==> src/rtl/ftdi_fifo_rd.sv <==
// FT245-style asynchronous FIFO read engine: waits for RXF#, strobes RD# for a fixed width,
// captures the byte at the end of the strobe, then holds RD# high for a precharge interval.
module ftdi_fifo_rd #(
  parameter int unsigned RD_LOW_CYC    = 3,
  parameter int unsigned PRECHARGE_CYC = 4,
  parameter int unsigned TIMEOUT_CYC   = 0
) (
  input  logic       clk,
  input  logic       rst,
  input  logic       iACT_RD_n,
  output logic       oRUN_RD_n,
  output logic       oDONE_RD_n,
  output logic       oTMO_RD_n,
  output logic [7:0] oRD_DATA,
  input  logic       iFIFO_RXF_n,
  output logic       oFIFO_RD_n,
  input  logic [7:0] iFIFO_DATA
);

  localparam logic [7:0]  RdLast  = 8'(RD_LOW_CYC - 1);
  localparam logic [7:0]  PreLast = 8'(PRECHARGE_CYC - 1);
  localparam logic [15:0] TmoLast = 16'(TIMEOUT_CYC - 1);
  localparam bit          TmoEn   = (TIMEOUT_CYC != 0);

  typedef enum logic [1:0] {StIdle, StWaitRxf, StStrobe, StPrechg} state_e;

  state_e      r_state, w_state_d;
  logic        r_rxf_meta, r_rxf_s;
  logic [15:0] r_wait_cnt, w_wait_cnt_d;
  logic [7:0]  r_str_cnt, w_str_cnt_d;
  logic [7:0]  r_pre_cnt, w_pre_cnt_d;
  logic        r_run_n, w_run_n_d;
  logic        r_done_n, w_done_n_d;
  logic        r_tmo_n, w_tmo_n_d;
  logic        r_rd_n, w_rd_n_d;
  logic [7:0]  r_rd_data, w_rd_data_d;
  logic        w_tmo_hit;

  assign w_tmo_hit = TmoEn && (r_wait_cnt == TmoLast);

  always_ff @(posedge clk) begin
    if (rst) begin
      r_state    <= StIdle;
      r_rxf_meta <= 1'b1;
      r_rxf_s    <= 1'b1;
      r_wait_cnt <= '0;
      r_str_cnt  <= '0;
      r_pre_cnt  <= '0;
      r_run_n    <= 1'b1;
      r_done_n   <= 1'b1;
      r_tmo_n    <= 1'b1;
      r_rd_n     <= 1'b1;
      r_rd_data  <= 8'h00;
    end else begin
      r_state    <= w_state_d;
      r_rxf_meta <= iFIFO_RXF_n;
      r_rxf_s    <= r_rxf_meta;
      r_wait_cnt <= w_wait_cnt_d;
      r_str_cnt  <= w_str_cnt_d;
      r_pre_cnt  <= w_pre_cnt_d;
      r_run_n    <= w_run_n_d;
      r_done_n   <= w_done_n_d;
      r_tmo_n    <= w_tmo_n_d;
      r_rd_n     <= w_rd_n_d;
      r_rd_data  <= w_rd_data_d;
    end
  end

  always_comb begin
    w_state_d = r_state;
    case (r_state)
      StIdle:    if (!iACT_RD_n) w_state_d = StWaitRxf;
      StWaitRxf: begin
        if (!r_rxf_s)       w_state_d = StStrobe;
        else if (w_tmo_hit) w_state_d = StIdle;
      end
      StStrobe:  if (r_str_cnt == RdLast) w_state_d = StPrechg;
      StPrechg:  if (r_pre_cnt == PreLast) w_state_d = StIdle;
      default:   w_state_d = StIdle;
    endcase
  end

  // Next values for registered outputs and counters; pulse outputs default high.
  always_comb begin
    w_wait_cnt_d = r_wait_cnt;
    w_str_cnt_d  = r_str_cnt;
    w_pre_cnt_d  = r_pre_cnt;
    w_run_n_d    = r_run_n;
    w_done_n_d   = 1'b1;
    w_tmo_n_d    = 1'b1;
    w_rd_n_d     = r_rd_n;
    w_rd_data_d  = r_rd_data;
    case (r_state)
      StIdle: begin
        if (!iACT_RD_n) begin
          w_run_n_d    = 1'b0;
          w_wait_cnt_d = '0;
        end
      end
      StWaitRxf: begin
        if (!r_rxf_s) begin
          w_rd_n_d    = 1'b0;
          w_str_cnt_d = '0;
        end else if (w_tmo_hit) begin
          w_tmo_n_d = 1'b0;
          w_run_n_d = 1'b1;
        end else if (TmoEn) begin
          w_wait_cnt_d = r_wait_cnt + 16'd1;
        end
      end
      StStrobe: begin
        if (r_str_cnt == RdLast) begin
          w_rd_data_d = iFIFO_DATA;
          w_rd_n_d    = 1'b1;
          w_done_n_d  = 1'b0;
          w_pre_cnt_d = '0;
        end else begin
          w_str_cnt_d = r_str_cnt + 8'd1;
        end
      end
      StPrechg: begin
        if (r_pre_cnt == PreLast) w_run_n_d = 1'b1;
        else                      w_pre_cnt_d = r_pre_cnt + 8'd1;
      end
      default: ;
    endcase
  end

  assign oRUN_RD_n  = r_run_n;
  assign oDONE_RD_n = r_done_n;
  assign oTMO_RD_n  = r_tmo_n;
  assign oFIFO_RD_n = r_rd_n;
  assign oRD_DATA   = r_rd_data;

endmodule

==> config.mk <==
export PLATFORM = sky130hd
export DESIGN_NAME = ftdi_fifo_rd
export DESIGN_NICKNAME = d
export VERILOG_FILES = /design/src/rtl/ftdi_fifo_rd.sv
export SDC_FILE = /design/constraint.sdc
export NUM_CORES = 1
export LEC_CHECK = 0
export ABC_AREA = 1
export BUFFER_PORTS_ARGS = -buffer_cell sky130_fd_sc_hd__clkbuf_2
export CORE_ASPECT_RATIO = 1.2
export CORE_MARGIN = 1.5
export CORE_UTILIZATION = 44
export CTS_CLUSTER_DIAMETER = 50
export DETAILED_ROUTE_END_ITERATION = 12
export GPL_TIMING_DRIVEN = 0
export PLACE_DENSITY = 0.64
export SYNTH_ARGS = -nofsm -noshare
export SYNTH_HDL_FRONTEND = slang
export SYNTH_SLANG_ARGS = --single-unit
==> constraint.sdc <==
create_clock -name clk -period 1.7 [get_ports clk]
set_input_delay 0.085 -clock clk [delete_from_list [all_inputs] [get_ports clk]]
set_output_delay 0.085 -clock clk [all_outputs]
set_load 0.05 [all_outputs]
==> results of run 1 <==
## metrics by stage
| step | util, % | instances | hold WS [ps] |
|---|---|---|---|
| 5_1_grt | 53.6 | 308 | 61.3 |
| 4_1_cts | 53.2 | 309 | 36.3 |
| 3_3_place_gp | 49.8 | 300 | 266 |
| 3_5_place_dp | 49.8 | 300 | 270 |
| 6_report | 53.6 | 308 | 37.3 |
| 2_1_floorplan | - | 240 | 189 |
## power by group through the flow
stage | clock network, mW | logic [mW] | registers (mW)
2_1_floorplan | 0 | 0.776 | 0.977
3_3_place_gp | 0 | 1.05 | 0.913
3_5_place_dp | 0 | 1.05 | 0.915
4_1_cts | 0.746 | 1.06 | 0.899
5_1_grt | 0.774 | 1.24 | 0.915
6_report | 0.726 | 1.08 | 0.900
## cell type report
cell class / count / area [um^2] / area share [%]
plain buffers: 4 / 27.5 / 1.43
repair buffers: 22 / 115 / 5.96
clock inverters: 3 / 43.8 / 2.27
flip-flops and latches: 31 / 622 / 32.2
inverters: 28 / 105 / 5.44
well taps: 39 / 48.8 / 2.53
multi-input cells: 176 / 900 / 46.6
clock buffers: 5 / 68.8 / 3.56
## state kept, by name, summed over array words and instances, names as in the netlist
| name | count |
|---|---|
| oRD_DATA | 8 |
| oFIFO_RD_n | 1 |
| oRUN_RD_n | 1 |
| r_str_cnt | 8 |
| r_state | 2 |
| r_pre_cnt | 8 |
| r_rxf_meta | 1 |
| r_rxf_s | 1 |
| oDONE_RD_n | 1 |
## cells by family (layout without fill, tap and decap cells)
| group | count (synthesis) | count (layout) | synth area share [%] |
|---|---|---|---|
| adders and majority gates | 8 | 8 | 6.11 |
| xor gates and xnor gates | 2 | 2 | 1.07 |
| other | 1 | 1 | 0.229 |
| DFF | 31 | 31 | 37.9 |
| AOI/OAI and AO/OA | 29 | 29 | 9.62 |
| and+or+nand+nor | 136 | 136 | 36.7 |
| buffers and inverters | 33 | 62 | 8.40 |
## metal layers
layer | global-route usage, % | vias up | part of all wire, %
li1 | - | 807 | -
met1 | 22.6 | 649 | 47
met2 | 29.6 | 18 | 48
met3 | 4.44 | 6 | 3.1
met4 | 6.82 | 0 | 1.7
met5 | 0 | - | 0
## cell usage in the layout (no fill, tap or decap), types with 5 or more instances in the layout
cell type,netlist,final
inv_1,25,25
nand2_1,59,59
nand3_1,17,17
o21ai_0,13,12
ha_1,8,7
clkbuf_8,0,5
a21oi_1,12,12
dfxtp_1,31,30
clkbuf_2,1,21
nor2_1,44,44
## path summary, 6_finish.rpt
| kind | end | slack (ps) | start | cells past startpoint |
|---|---|---|---|---|
| worst max-delay path | r_pre_cnt[1]$_SDFFE_PP0P_ | 160 | r_pre_cnt[1]$_SDFFE_PP0P_ | 8 |
| worst min-delay path | oRD_DATA[0]$_SDFFE_PP0P_ | 40 | iFIFO_DATA[0] | 3 |
| worst max register to register | r_pre_cnt[1]$_SDFFE_PP0P_ | 160 | r_pre_cnt[1]$_SDFFE_PP0P_ | 8 |
| worst min register to register | r_rxf_s$_SDFF_PP1_ | 410 | r_rxf_meta$_SDFF_PP1_ | 1 |
## critical path, stage by stage (launching register included)
cell     delay [ps]
dfxtp_1         380
ha_1            220
nand2_1         110
o21ai_2         270
nand2_4         140
nand2_4         110
inv_1            80
nor2_1           90
nor2_1           40
## timing repair
item | CTS | global route
endpoints found under the setup margin | 1 | 11
hold buffers | 1 | 0
hold endpoints to repair | 1 | 0
gates resized for setup | 1 | 5
==> flow_summary_export.csv, run 1 <==
group,metric,value,unit
status,status,"completed",
hold_path,hp-class,"input pin to flip-flop",
logic_synthesis,synth_edf_count,0,
critical_path,path_max_fanout,8,
clock_network,clock_latency,290,ps
logic_synthesis,synth.top_cell.area_share,37.9,%
logic_synthesis,synthTopCellsByArea,"dfxtp_1 (38%), nand2_1 (14%), nor2_1 (10%), ha_1 (6.1%), inv_1 (5.7%)",
logic_synthesis,netlist_area,0.00164,mm^2
layout,fill_cells,378,
sta,maxSlewHeadroom,66.3,%
detailed_routing,dr.pass1.iters,4,
layout,drive_gt1_share,19.0,%
detailed_routing,wl_per_cell,10.5,um
logic_synthesis,yosysTopAreaCell,"dfxtp_1",
floorplanning,die_h,69.9,um
detailed_routing,wl,3.25,mm
clock_network,clk_pin_slew,70,ps
detailed_routing,vias_per_cell,4.81,
sta,fmax,0.650,GHz
layout,n_antenna_cell,0,
sta,rsz0062_at_grt,"false",
clock_network,cts_max_level,2,
logic_synthesis,ys_seq_elements,31,
pwr,total_power,2.71,mW
floorplanning,pin_count,24,
critical_path,cp-start-kind,"flip-flop",
critical_path,criticalPathCategory,"flip-flop to flip-flop",
sta,hold_viol,0,
sta,tns,0,ps
sta,final_max_slew_viol_count,0,
layout,fin_area,0.00193,mm^2
layout,synthToLayoutAreaGrowth,17.8,%
place,placed_area,0.00179,mm^2
clock_network,post_cts_buffers,0,
detailed_routing,drc,0,
clock_network,cts_tree,"done",
detailed_routing,drtIter0Drc,48,
logic_synthesis,synth.most_common_cell,"nand2_1",
global_route,grt_overflow_total,0,
detailed_routing,num_vias,1480,
critical_path,cp.required,1890,ps
logic_synthesis,synth_cells,240,
clock_network,cts.sinks,31,
pwr,swShare,40.6,%
place,port-buffer-count,21,
place,dp_hpwl,2.35,mm
logic_synthesis,synth.distinct_cells,30,
logic_synthesis,synth-seq-area-share,37.9,%
clock_network,cts-root-buf,"clkbuf_8",
global_route,grt_antenna_before_repair,0,
floorplanning,dieWidth,58.7,um
clock_network,cts_max_path_buffers,2,
pwr,cellPowerDensity,1400,mW/mm^2
logic_synthesis,syn_nets,260,
floorplanning,dieArea,0.00410,mm^2
floorplanning,start_util,45.5,%
sta,setup_viol_count_final,0,
pwr,p_comb_share,40.0,%
logic_synthesis,yosysWarnings,0,
critical_path,critical_path_arrival,1730,ps
sta,finalCritPeriodShare,90.5,%
pwr,power.internal,1.61,mW
pwr,clkPwrFrac,26.8,%
sta,skew,8.31,ps
critical_path,setup.worst_path.end_class,"flip-flop",
sta,layout_setup_ws,162,ps
floorplanning,rows,24,
place,place_ws,-29.6,ps
pwr,vdd_ir_drop_max,0.791,mV
pwr,p_sw,1.10,mW
global_route,grt_max_degree,12,
floorplanning,fp.coreArea,0.00360,mm^2
global_route,grt_first_pass_wirelength,5.83,mm
logic_synthesis,synth_area_per_cell,6.83,um^2
logic_synthesis,synthTopCellsByCount,"nand2_1 (59), nor2_1 (44), dfxtp_1 (31)",
flow_run,cap_violations,0,
sta,fin_crit,1540,ps
logic_synthesis,synth-async-reset-ratio,0,%
logic_synthesis,synth-main-ff-cell,"dfxtp_1",
detailed_routing,ant_nets,0,
pwr,p_seq_share,33.2,%
clock_network,numCtsBuffers,5,
pwr,p_leak,0.844,nW
place,place.gp.congestion,0.811,
sta,worst_pin_slew,506,ps
layout,final_nets,288,
global_route,track_usage,18.1,%
global_route,first_global_vias,1356,
No activity file was read; power rests on OpenSTA's default activity.
==> run 2: changes to the inputs <==
==> constraint.sdc (replaced) <==
create_clock -name clk -period 1.7 [get_ports clk]
set_input_delay 0.255 -clock clk [delete_from_list [all_inputs] [get_ports clk]]
set_output_delay 0.255 -clock clk [all_outputs]
set_load 0.05 [all_outputs]
==> flow_summary_export.csv, run 2 (synthesis results as in run 1) <==
group,metric,value,unit
layout,fin_area,0.00192,mm^2
clock_network,clk_pin_slew,70,ps
place,port-buffer-count,21,
floorplanning,die_h,69.9,um
clock_network,clock_latency,290,ps
critical_path,slowest_delay,380,ps
clock_network,post_cts_buffers,0,
global_route,grt_overflow_total,0,
critical_path,worst_path_dominant_cell_family,"simple AND/OR/NAND/NOR gates",
sta,hold_viol,0,
layout,final_nets,287,
layout,drive_gt1_share,19.0,%
sta,setup_viol_count_final,0,
pwr,total_power,2.71,mW
floorplanning,rows,24,
detailed_routing,vias_per_cell,4.82,
detailed_routing,routed.top_layer,"met4",
global_route,grt_first_pass_wirelength,5.80,mm
critical_path,slowest_stage,"dfxtp_1",
sta,worst_pin_slew,506,ps
clock_network,cts_max_path_buffers,2,
place,placed_area,0.00179,mm^2
critical_path,criticalPathCategory,"flip-flop to flip-flop",
floorplanning,fp.coreArea,0.00360,mm^2
pwr,p_leak,0.840,nW
detailed_routing,met3_length,101,um
floorplanning,pin_count,24,
sta,skew,8.38,ps
hold_path,hp-class,"input pin to flip-flop",
sta,holdWs,149,ps
floorplanning,dieArea,0.00410,mm^2
floorplanning,start_util,45.5,%
clock_network,cts_tree,"done",
detailed_routing,ant_nets,0,
critical_path,critical_path_arrival,1730,ps
detailed_routing,wl_met1,1.53,mm
detailed_routing,routed-wl-met2,1.55,mm
critical_path,cp-start-kind,"flip-flop",
place,place.gp.congestion,0.811,
sta,rsz0062_at_grt,"false",
sta,fmax,0.650,GHz
critical_path,cp.required,1890,ps
clock_network,numCtsBuffers,5,
global_route,grt_max_degree,12,
critical_path,path_max_fanout,8,
critical_path,worst-path-buf-inv,1,
sta,maxSlewHeadroom,66.3,%
pwr,vdd_ir_drop_max,0.783,mV
layout,post-route-util,53.3,%
detailed_routing,drtIter0Drc,48,
clock_network,cts.sinks,31,
clock_network,cts-root-buf,"clkbuf_8",
clock_network,cts_resized,1,
clock_network,ctsHoldBuffers,0,
detailed_routing,dr.pass1.iters,4,
global_route,track_usage,18.0,%
status,status,"completed",
critical_path,cp_cell_sequence,"ha_1 -> nand2_1 -> o21ai_2 -> nand2_4 -> nand2_4 -> inv_1 -> nor2_1 -> nor2_1",
sta,fin_crit,1540,ps
detailed_routing,wl,3.24,mm
layout,layout.cells.most_common,"nand2_1",
detailed_routing,num_vias,1479,
sta,final_max_slew_viol_count,0,
pwr,cellPowerDensity,1410,mW/mm^2
sta,finalCritPeriodShare,90.5,%
place,dp_hpwl,2.35,mm
layout,mostFrequentLayoutCells,"nand2_1 (59), nor2_1 (44), dfxtp_1 (30)",
flow_run,cap_violations,0,
global_route,first_global_vias,1344,
layout,synthToLayoutAreaGrowth,17.2,%
floorplanning,dieWidth,58.7,um
clock_network,cts_max_level,2,
detailed_routing,drc,0,
detailed_routing,wl_per_cell,10.5,um
critical_path,setup.worst_path.end_class,"flip-flop",
global_route,grt_antenna_before_repair,0,
layout,n_antenna_cell,0,
[run 2: changes by cell type in the layout (fill, tap and decap cells not counted)]
cell,before,now
dlygate4sd3_1,1,0
[run 2: worst paths after layout]
check             cells past startpoint  slack (ps)                       from                         to
setup / recovery                      8         160  r_pre_cnt[1]$_SDFFE_PP0P_  r_pre_cnt[1]$_SDFFE_PP0P_
hold reg to reg                       1         410      r_rxf_meta$_SDFF_PP1_         r_rxf_s$_SDFF_PP1_
setup reg to reg                      8         160  r_pre_cnt[1]$_SDFFE_PP0P_  r_pre_cnt[1]$_SDFFE_PP0P_
hold / removal                        2         150                iFIFO_RXF_n      r_rxf_meta$_SDFF_PP1_
[run 2: routing by layer]
layer / GRT usage, % / vias up
li1: - / 806
met1: 22.6 / 648
met2: 29.3 / 19
met3: 4.44 / 6
met4: 6.82 / 0
met5: 0 / -
[run 2: area by class of cell]
| cell class | count | area (um^2) |
|---|---|---|
| Tap cell | 39 | 48.8 |
| Sequential cell | 31 | 622 |
| Clock inverter | 3 | 43.8 |
| Clock buffer | 5 | 68.8 |
| Inverter | 28 | 105 |
| Buffer | 4 | 27.5 |
| Timing Repair Buffer | 21 | 105 |
| Fill cell | 379 | 1680 |
| Multi-Input combinational cell | 176 | 900 |
[run 2: power breakdown]
part / total [mW] / switching, mW / internal (mW)
Sequential: 0.899 / 0.0734 / 0.826
Clock: 0.726 / 0.290 / 0.436
Combinational: 1.08 / 0.737 / 0.346
Total: 2.71 / 1.10 / 1.61
[run 2: stage by stage]
stage,setup slack (ps),TNS [ps],cells
2_1_floorplan,203,0,240
3_3_place_gp,-16.6,-16.6,300
3_5_place_dp,-29.6,-33.0,300
4_1_cts,54.8,0,308
5_1_grt,4.99,0,307
6_report,161,0,307
==> run 3: changes to the inputs <==
Settings changed: PLACE_DENSITY 0.64 to 0.67, SETUP_SLACK_MARGIN set to 0.2.
Clock period 1.7 ns to 1.3 ns, I/O delays scaled along.
==> flow_summary_export.csv, run 3 (synthesis results as in run 1) <==
group,metric,value,unit
hold_path,hp-class,"input pin to flip-flop",
floorplanning,rows,24,
sta,layout_setup_ws,-100,ps
layout,final_nets,303,
clock_network,clock_latency,280,ps
critical_path,worst-path-buf-inv,3,
pwr,clkPwrFrac,18.3,%
global_route,track_usage,21.1,%
global_route,first_global_vias,1443,
detailed_routing,drtIter0Drc,74,
detailed_routing,drc,0,
critical_path,critical_path_arrival,1620,ps
critical_path,cp_num_cells,8,
place,place.gp.congestion,0.834,
layout,drive_gt1_share,36.6,%
floorplanning,dieArea,0.00410,mm^2
sta,skew,7.18,ps
clock_network,cts_tree,"done",
layout,mostFrequentLayoutCells,"nand2_1 (47), nor2_1 (41), dfxtp_1 (24)",
floorplanning,fp.coreArea,0.00360,mm^2
floorplanning,start_util,45.5,%
status,violations,"setup timing",
critical_path,regToRegSetupSlack,-100,ps
critical_path,path_max_fanout,3,
flow_run,cap_violations,0,
hold_path,hold_end,"r_rxf_meta$_SDFF_PP1_",
critical_path,reg2reg_from,"r_state[0]$_SDFFE_PP0P_",
global_route,grt_max_degree,11,
sta,finalCritPeriodShare,108,%
sta,fmax,0.714,GHz
global_route,grt_antenna_before_repair,0,
status,status,"finished with violations",
clock_network,numCtsBuffers,5,
critical_path,reg2reg_depth,8,
hold_path,hp-start,"iFIFO_RXF_n",
sta,hold_viol,0,
hold_path,whs_path_depth,2,
place,port-buffer-count,21,
place,placed_area,0.00192,mm^2
place,dp.cells,300,
critical_path,slowest_delay,360,ps
clock_network,cts-root-buf,"clkbuf_8",
sta,tns,-1270,ps
detailed_routing,dr.pass1.iters,4,
global_route,grt_overflow_total,0,
sta,fin_crit,1400,ps
pwr,swShare,43.1,%
pwr,power.internal,2.28,mW
clock_network,cts_max_level,2,
critical_path,slowest_stage,"dfxtp_4",
layout,post-route-util,62.4,%
critical_path,cp.required,1520,ps
clock_network,clk_pin_slew,70,ps
pwr,vdd_ir_drop_max,1.15,mV
detailed_routing,wl_per_cell,11.7,um
clock_network,cts.sinks,31,
detailed_routing,wl,3.78,mm
detailed_routing,ant_nets,0,
sta,final_max_slew_viol_count,0,
layout,layout.cells.most_common,"nand2_1",
floorplanning,pin_count,24,
pwr,p_seq_share,30.8,%
critical_path,criticalPathCategory,"flip-flop to flip-flop",
critical_path,setup.worst_path.end_class,"flip-flop",
layout,n_antenna_cell,0,
clock_network,cts_max_path_buffers,2,
pwr,total_power,4.00,mW
detailed_routing,num_vias,1609,
critical_path,worstReg2RegEnd,"r_str_cnt[7]$_SDFFE_PP0P_",
place,dp_hpwl,2.45,mm
critical_path,worst_path_dominant_cell_family,"simple AND/OR/NAND/NOR gates",
layout,fin_area,0.00225,mm^2
pwr,p_sw,1.72,mW
layout,final_cells,323,
layout,synthToLayoutAreaGrowth,37.2,%
critical_path,worst_path_most_repeated_cell,"buf_4",
critical_path,cp-start-kind,"flip-flop",
pwr,p_comb_share,50.9,%
pwr,p_leak,0.928,nW
sta,rsz0062_at_grt,"true",
floorplanning,dieWidth,58.7,um
global_route,grt_first_pass_wirelength,6.67,mm
detailed_routing,vias_per_cell,4.98,
critical_path,cp_cell_sequence,"buf_4 -> ha_4 -> nand2_4 -> buf_4 -> inv_1 -> nor2_1 -> nand2_1 -> a21oi_2",
pwr,cellPowerDensity,1780,mW/mm^2
sta,setup_viol_count_final,26,
floorplanning,die_h,69.9,um
run 3: cell type report:
type                    instances  area (um^2)
repair buffers                 34          234
fillers                       321         1360
clock inverters                 1         5.00
plain buffers                   5         52.6
well taps                      39         48.8
clock buffers                   7         76.3
inverters                      28          113
flip-flops and latches         31          639
multi-input cells             178         1080
run 3: power by group through the flow:
stage	clock (mW)	combinational [mW]	sequential, mW
2_1_floorplan	0	1.26	1.32
3_3_place_gp	0	1.62	1.23
3_5_place_dp	0	1.64	1.24
4_1_cts	0.745	1.91	1.23
5_1_grt	0.803	2.26	1.25
6_report	0.732	2.04	1.23
run 3: routing by layer:
metal,part of all wire (%),global-route usage [%],up-vias
met5,0,0,-
met4,1.5,8.33,0
met3,3.3,5.19,6
met2,52,36.2,25
met1,44,24.6,733
li1,-,-,845
run 3: stage by stage:
step                      worst slack (ps)  hold WS (ps)
final                                 -100          91.6
after detailed placement              -110           385
after floorplan                       12.6           299
after global routing                  -188          94.7
after global placement               -85.9           379
after CTS                            -79.9          88.1
run 3: how the worst max path moves through the flow:
| stage | from | to | slack [ps] |
|---|---|---|---|
| after floorplan | r_str_cnt[0]$_SDFFE_PP0P_ | oFIFO_RD_n$_SDFFE_PP1P_ | 10 |
| after global placement | r_str_cnt[0]$_SDFFE_PP0P_ | r_pre_cnt[0]$_SDFFE_PP0P_ | -90 |
| after detailed placement | r_str_cnt[0]$_SDFFE_PP0P_ | r_pre_cnt[0]$_SDFFE_PP0P_ | -110 |
| after CTS | r_state[1]$_SDFFE_PP0P_ | r_pre_cnt[6]$_SDFFE_PP0P_ | -80 |
| after global routing | r_state[1]$_SDFFE_PP0P_ | r_pre_cnt[6]$_SDFFE_PP0P_ | -190 |
| final | r_state[0]$_SDFFE_PP0P_ | r_str_cnt[7]$_SDFFE_PP0P_ | -100 |
run 3: what timing repair did:
item	4_1_cts	5_1_grt
hold buffers	0	0
buffers inserted	8	4
gates resized for setup	18	34
endpoints found under the setup margin	30	39
pin swaps	7	5
cloned	3	0
run 3: worst register-to-register path: stages, from the launching register on:
cell	delay, ps
dfxtp_4	360
buf_4	140
ha_4	170
nand2_4	80
buf_4	100
inv_1	40
nor2_1	200
nand2_1	110
a21oi_2	140
